[src/rtl/flu_pkg.sv]
// Shared types and defaults for the feedback logic unit.
// Output-register state encoding and default WIDTH/CNT_W values.
package flu_pkg;

    localparam int FLU_WIDTH_DEF = 8;
    localparam int FLU_CNT_W_DEF = 16;

    typedef enum logic {
        FLU_EMPTY = 1'b0,
        FLU_FULL  = 1'b1
    } flu_state_t;

endpackage

[src/rtl/flu_lane.sv]
// One bit of the feedback function: XOR when the lane's previous
// result was 0, AND when it was 1. Ports: prev, a, b -> res.
module flu_lane
    import flu_pkg::*;
(
    input  logic prev,
    input  logic a,
    input  logic b,
    output logic res
);

    assign res = prev ? (a & b) : (a ^ b);

endmodule

[src/rtl/feedback_logic_unit.sv]
// Per-bit XOR/AND feedback combiner with valid/ready handshakes,
// a one-entry output register, per-lane history, sync clear and an
// accept counter. Ports: clk, rst_n, clear, in_valid/in_ready/in_a/
// in_b, out_valid/out_ready/out_c, acc_cnt. Defining FLU_PARITY_EN
// adds out_parity (^ of the registered result).
module feedback_logic_unit
    import flu_pkg::*;
#(
    parameter int WIDTH = FLU_WIDTH_DEF,
    parameter int CNT_W = FLU_CNT_W_DEF
) (
    input  logic             clk,
    input  logic             rst_n,
    input  logic             clear,
    input  logic             in_valid,
    output logic             in_ready,
    input  logic [WIDTH-1:0] in_a,
    input  logic [WIDTH-1:0] in_b,
    output logic             out_valid,
    input  logic             out_ready,
    output logic [WIDTH-1:0] out_c,
    output logic [CNT_W-1:0] acc_cnt
`ifdef FLU_PARITY_EN
    ,
    output logic             out_parity
`endif
);

    flu_state_t       state;
    flu_state_t       state_nxt;
    logic [WIDTH-1:0] hist;
    logic [WIDTH-1:0] prev;
    logic [WIDTH-1:0] res;
    logic             accept;

    // Clear wins over stored history, even on an accepting cycle.
    assign prev      = clear ? '0 : hist;
    assign out_valid = (state == FLU_FULL);
    assign in_ready  = !out_valid || out_ready;
    assign accept    = in_valid && in_ready;

    for (genvar i = 0; i < WIDTH; i++) begin : g_lane
        flu_lane u_lane (
            .prev (prev[i]),
            .a    (in_a[i]),
            .b    (in_b[i]),
            .res  (res[i])
        );
    end

    always_comb begin
        state_nxt = state;
        unique case (state)
            FLU_EMPTY: begin
                if (accept)
                    state_nxt = FLU_FULL;
            end
            FLU_FULL: begin
                if (out_ready && !accept)
                    state_nxt = FLU_EMPTY;
            end
            default: state_nxt = FLU_EMPTY;
        endcase
    end

    always_ff @(posedge clk or negedge rst_n) begin
        if (!rst_n)
            state <= FLU_EMPTY;
        else
            state <= state_nxt;
    end

    always_ff @(posedge clk or negedge rst_n) begin
        if (!rst_n) begin
            hist    <= '0;
            out_c   <= '0;
            acc_cnt <= '0;
        end else if (accept) begin
            hist    <= res;
            out_c   <= res;
            acc_cnt <= acc_cnt + 1'b1;
        end else if (clear) begin
            hist    <= '0;
        end
    end

`ifdef FLU_PARITY_EN
    always_ff @(posedge clk or negedge rst_n) begin
        if (!rst_n)
            out_parity <= 1'b0;
        else if (accept)
            out_parity <= ^res;
    end
`endif

endmodule

[config.mk]
export PLATFORM = sky130hd
export DESIGN_NAME = feedback_logic_unit
export DESIGN_NICKNAME = d
export VERILOG_FILES = /design/src/rtl/flu_pkg.sv /design/src/rtl/flu_lane.sv /design/src/rtl/feedback_logic_unit.sv
export SDC_FILE = /design/constraint.sdc
export NUM_CORES = 1
export LEC_CHECK = 0
export ABC_AREA = 1
export BUFFER_PORTS_ARGS = -buffer_cell sky130_fd_sc_hd__buf_4
export CAP_MARGIN = 20
export CORE_MARGIN = 2
export CORE_UTILIZATION = 23
export DETAILED_ROUTE_END_ITERATION = 10
export PLACE_DENSITY_LB_ADDON = 0.25
export REMOVE_ABC_BUFFERS = 1
export SLEW_MARGIN = 25
export SYNTH_ARGS = -nofsm -noshare
export SYNTH_HDL_FRONTEND = slang
export SYNTH_SLANG_ARGS = --single-unit
export TNS_END_PERCENT = 30
[constraint.sdc]
create_clock -name clk -period 2.8 [get_ports clk]
set_input_delay 0.28 -clock clk [delete_from_list [all_inputs] [get_ports clk]]
set_output_delay 0.28 -clock clk [all_outputs]
set_load 0.01 [all_outputs]
==> flow_metrics.env, run 1 <==
export IMPL_fmax_mhz=667
export IMPL_diodes=0
export IMPL_reg2reg_depth=6
export IMPL_critical_path_class="register to register"
export IMPL_antenna_found_initial=0
export IMPL_area_growth_pct=31.8
export IMPL_clk_latency_ps=280
export IMPL_cts_resized_gates=0
export IMPL_drive_gt1_share_pct=27.5
export IMPL_final_setup_tns_ps=0
export IMPL_drcViolationCount=0
export IMPL_synth_edf_count=0
export IMPL_synth_top_area_share_pct=49.5
export IMPL_status="completed"
export IMPL_initial_core_util_pct=23.4
export IMPL_root_buffer="clkbuf_8"
export IMPL_ys_warn_count=0
export IMPL_clkSinkCount=33
export IMPL_dp_slack_ps=1240
export IMPL_grt_pass1_vias=1348
export IMPL_slew_viol_final=0
export IMPL_portBuffers=46
export IMPL_seqCellArea_um2=826
export IMPL_cts_buffers=5
export IMPL_gp_congestion=0.774
export IMPL_die_w_um=89.2
export IMPL_async_reset_ff_share_pct=100
export IMPL_yosys_top_cells_area="dfrtp_1 49%, nand2_1 11%, ha_1 6.7%"
export IMPL_start_kind="register"
export IMPL_clockBufferDepth=2
export IMPL_relSlewSlack_pct=65.0
export IMPL_path_clk_slew_ps=70
export IMPL_yosysTopAreaCell="dfrtp_1"
export IMPL_irDropWorstVdd_mv=0.178
export IMPL_power_density_mw_per_mm2=625
export IMPL_synth_seq_cells=33
export IMPL_synthMostInstantiatedCell="nand2_1"
export IMPL_rows=31
export IMPL_finalCriticalPeriod_ps=1500
export IMPL_cap_viol_max_count=0
export IMPL_core_mm2=0.00714
export IMPL_tightest_slew_ps=524
export IMPL_synth_seq_area_share_pct=49.5
export IMPL_hold_path_class="primary input to register"
export IMPL_grt_pass1_wl_mm=6.38
export IMPL_syn_avg_cell_area_um2=8.97
export IMPL_synthTopCellsByCount="49 x nand2_1, 33 x dfrtp_1, 17 x inv_1, 16 x o21ai_0, 11 x nor2_1"
export IMPL_tritoncts="yes"
export IMPL_dp_cells=327
export IMPL_leakage_nw=1.10
export IMPL_hold_depth=3
export IMPL_fill_cells=788
export IMPL_ant_nets=0
export IMPL_period_share_pct=53.5
export IMPL_setup_viol=0
export IMPL_critPathMaxFanout=11
export IMPL_final_hold_violation_count=0
export IMPL_drt_wirelength_per_cell_um=11.3
export IMPL_dp_hpwl_mm=2.78
export IMPL_overflow=0
export IMPL_io_pins=47
export IMPL_ys_flop_type="dfrtp_1"
export IMPL_skew_ps=2.74
export IMPL_fin_cells=335
export IMPL_worstPathRequired_ps=2980
export IMPL_postSynthCellCount=186
export IMPL_rsz0062_at_grt="false"
export IMPL_dieArea_mm2=0.00795
export IMPL_arrival_ps=1680
export IMPL_syn_area_mm2=0.00167
export IMPL_worst_slack_ps=1300
export IMPL_htree_levels=2
export IMPL_drtIter0Drc=48
export IMPL_dieHeight_um=89.2
export IMPL_finalWirelength_mm=3.78
export IMPL_num_vias=1351
export IMPL_grt_max_degree=34
export IMPL_grt_usage_pct=10.6
export IMPL_endpoint_kind="register"
export IMPL_ys_types=24
export IMPL_multi_input_area_um2=737
export IMPL_nets=266
export IMPL_dr_pass1_iters=3
export IMPL_p_total_mw=1.38
export IMPL_via_per_inst=4.03
## final timing paths
check / start / endpoint / slack, ps
max: out_valid / acc_cnt[12] / 1300
min: in_valid / out_valid / 230
max reg2reg: out_valid / acc_cnt[12] / 1300
min reg2reg: out_c[2] / out_c[2] / 490
max in group asynchronous: rst_n / hist[2] / 2010
min in group asynchronous: rst_n / acc_cnt[11] / 470
## cells by family after synthesis
family	after synthesis	share of synthesized area, %
fa+ha+maj	9	6.75
compound gates	25	7.72
xor+xnor	11	5.77
buf+inv	23	6.37
simple gates	85	23.9
flops	33	49.5
## routing by layer
metal	track usage [%]	wire length (um)
met5	0	0
met4	4.48	39
met3	3.23	194
met2	16.5	1720
met1	13.7	1820
## final cells by class
cell class / count / area share, %
inverters: 19 / 3.24
clock buffers: 7 / 3.92
repair buffers: 47 / 16.2
well taps: 99 / 5.63
flip-flops and latches: 33 / 37.5
multi-input cells: 130 / 33.5
## registers in the layout (all words and copies together) (netlist names)
signal	flops
hist	8
out_valid	1
acc_cnt	16
out_c	8
## metrics by stage
step                area [um^2]  util, %  hold WS [ps]
floorplan                  1630        -         -15.6
global placement           2100     29.5           259
detailed placement         2100     29.5           259
CTS                        2200     30.8           221
global route               2200     30.8           225
finish                     2200     30.8           228
## report_power, final
group | switching, mW | internal [mW]
combinational | 0.182 | 0.181
sequential | 0.0848 | 0.562
clock | 0.170 | 0.195
total | 0.437 | 0.938
## placed cells by master (no fill, tap or decap)
master,netlist,routed
a21oi_1,8,8
a21oi_2,1,1
buf_4,1,46
clkbuf_1,0,1
clkbuf_8,0,6
dfrtp_1,33,33
dlygate4sd3_1,0,1
ha_1,9,9
inv_1,17,17
inv_2,2,2
nand2_1,49,49
nand2_2,2,2
nand2_4,1,1
nand3_1,8,8
nand3_2,2,2
nand4_1,3,3
nor2_1,11,11
nor2_2,1,1
nor2_4,2,2
nor3_1,4,4
nor3_2,1,1
nor3b_2,1,1
o21ai_0,16,16
xnor2_1,4,4
xor2_1,7,7
## worst max-delay path, cell delays in order (launching register included)
cell	delay, ps
dfrtp_1	430
a21oi_2	460
nand3_2	200
nor2_4	150
nand2_1	60
nand2_1	60
nand2_1	40
## repair_timing
item | 4_1_cts | 5_1_grt
endpoints found under the hold margin | 33 | 0
buffers inserted | 0 | 0
hold buffers | 1 | 0
(Power assumes the default switching activity.)
==> run 2, diff against run 1 <==
clock period = 1.56 ns   (was 2.8 ns; I/O delays follow)
==> flow_metrics.env, run 2 (synthesis results as in run 1) <==
export IMPL_status="completed"
export IMPL_clkSinkCount=33
export IMPL_grt_pass1_vias=1417
export IMPL_clockBufferDepth=2
export IMPL_portBuffers=46
export IMPL_top_regs="acc_cnt x16, hist x8, out_c x8"
export IMPL_min_to="out_valid"
export IMPL_leakage_nw=1.12
export IMPL_rows=31
export IMPL_nets=271
export IMPL_cts_buffers=5
export IMPL_irDropWorstVdd_mv=0.291
export IMPL_final_cell_mix="51 x buf_4, 49 x nand2_1, 33 x dfrtp_1"
export IMPL_period_share_pct=88.1
export IMPL_hold_slack_ps=113
export IMPL_endpoint_kind="register"
export IMPL_clk_latency_ps=280
export IMPL_fmax_mhz=728
export IMPL_drive_gt1_share_pct=28.5
export IMPL_gp_congestion=0.768
export IMPL_cap_viol_max_count=0
export IMPL_dp_hpwl_mm=2.87
export IMPL_via_per_inst=4.07
export IMPL_diodes=0
export IMPL_slew_viol_final=0
export IMPL_die_w_um=89.2
export IMPL_hold_path_class="primary input to register"
export IMPL_final_common_cell="buf_4"
export IMPL_reg2reg_depth=8
export IMPL_grt_usage_pct=10.9
export IMPL_final_setup_tns_ps=0
export IMPL_dieHeight_um=89.2
export IMPL_fin_area_mm2=0.00223
export IMPL_r2r_slack_ps=190
export IMPL_area_growth_pct=33.7
export IMPL_use_met1_pct=14.7
export IMPL_cp_common_cell="nand2_1"
export IMPL_critical_path_class="register to register"
export IMPL_initial_core_util_pct=23.4
export IMPL_arrival_ps=1550
export IMPL_grt_busiest_layer="met2"
export IMPL_drtIter0Drc=37
export IMPL_skew_ps=2.69
export IMPL_startpoint="acc_cnt[1]"
export IMPL_tritoncts="yes"
export IMPL_start_kind="register"
export IMPL_grt_pass1_wl_mm=6.70
export IMPL_tightest_slew_ps=440
export IMPL_worstPathRequired_ps=1740
export IMPL_cts_setup_buffers=0
export IMPL_worstHoldStart="in_valid"
export IMPL_io_pins=47
export IMPL_cpMaxStageDelayCell="dfrtp_1"
export IMPL_grt_use_met2_pct=17.1
export IMPL_path_clk_slew_ps=70
export IMPL_rsz0062_at_grt="false"
export IMPL_critPathTopFamily="simple AND/OR/NAND/NOR gates"
export IMPL_core_mm2=0.00714
export IMPL_hold_depth=3
export IMPL_power_density_mw_per_mm2=1110
export IMPL_relSlewSlack_pct=70.7
export IMPL_dp_cells=332
export IMPL_drt_wirelength_per_cell_um=11.3
export IMPL_finalWirelength_mm=3.86
export IMPL_final_hold_violation_count=0
export IMPL_use_met3_pct=3.05
export IMPL_largest_register_ffs=16
export IMPL_reg2reg_from="acc_cnt[1]"
export IMPL_dr_pass1_iters=6
export IMPL_critical_path_buf_inv_count=0
export IMPL_overflow=0
export IMPL_critical_path_max_stage_delay_ps=420
export IMPL_dieArea_mm2=0.00795
export IMPL_drcViolationCount=0
export IMPL_antenna_found_initial=0
export IMPL_htree_levels=2
export IMPL_fin_cells=341
export IMPL_num_vias=1387
export IMPL_root_buffer="clkbuf_8"
export IMPL_regMostFlops="acc_cnt"
export IMPL_ant_nets=0
export IMPL_setup_viol=0
export IMPL_placed_area_mm2=0.00214
export IMPL_crit_chain="ha_1, nand2_2, nor2_1, nand3_2, nor2_4, nand2_1, nand2_1, nand2_1"
export IMPL_grt_max_degree=34
export IMPL_finalCriticalPeriod_ps=1370
export IMPL_rr_endpoint="acc_cnt[12]"
export IMPL_critPathMaxFanout=4
## run 2: repair_timing
item,in CTS,in global routing
gates resized for setup,0,0
hold buffers,1,0
hold endpoints to repair,33,0
## run 2: worst max path at each step
| stage | slack (ps) | depth (start not counted) | end |
|---|---|---|---|
| 2_1_floorplan | 220 | 8 | acc_cnt[12] |
| 3_3_place_gp | 240 | 8 | acc_cnt[12] |
| 5_1_grt | 30 | 8 | acc_cnt[12] |
| 4_1_cts | 160 | 8 | acc_cnt[12] |
| 3_5_place_dp | 180 | 8 | acc_cnt[12] |
| 6_report | 190 | 8 | acc_cnt[12] |
## run 2: report_power, final
group	switching [mW]	total, mW	internal [mW]	leakage (nW)
registers	0.153	1.16	1.01	0.400
clock network	0.310	0.627	0.317	0.0395
logic	0.340	0.677	0.337	0.677
total	0.803	2.47	1.66	1.12
## run 2: final cells by class
class | count | area [um^2]
clock buffer | 8 | 80.1
fill | 785 | 4910
inverter | 19 | 71.3
multi-input combinational | 130 | 737
sequential | 33 | 826
tap | 99 | 124
timing repair buffer | 52 | 393
## run 2: tightest hold or removal path: stages
cell,delay [ps]
buf_4,110
inv_2,40
nand2_1,60
## run 2: per-layer routing
metal	wire (um)	up-vias
li1	-	713
met1	1930	632
met2	1680	35
met3	211	7
met4	43	0
met5	0	-
## run 2: metrics by stage
step	power [mW]	util [%]	setup WS (ps)
floorplan	1.50	-	220
global placement	1.86	30.0	237
detailed placement	1.87	30.0	181
CTS	2.51	31.3	163
global route	2.65	31.3	29.5
finish	2.47	31.3	186
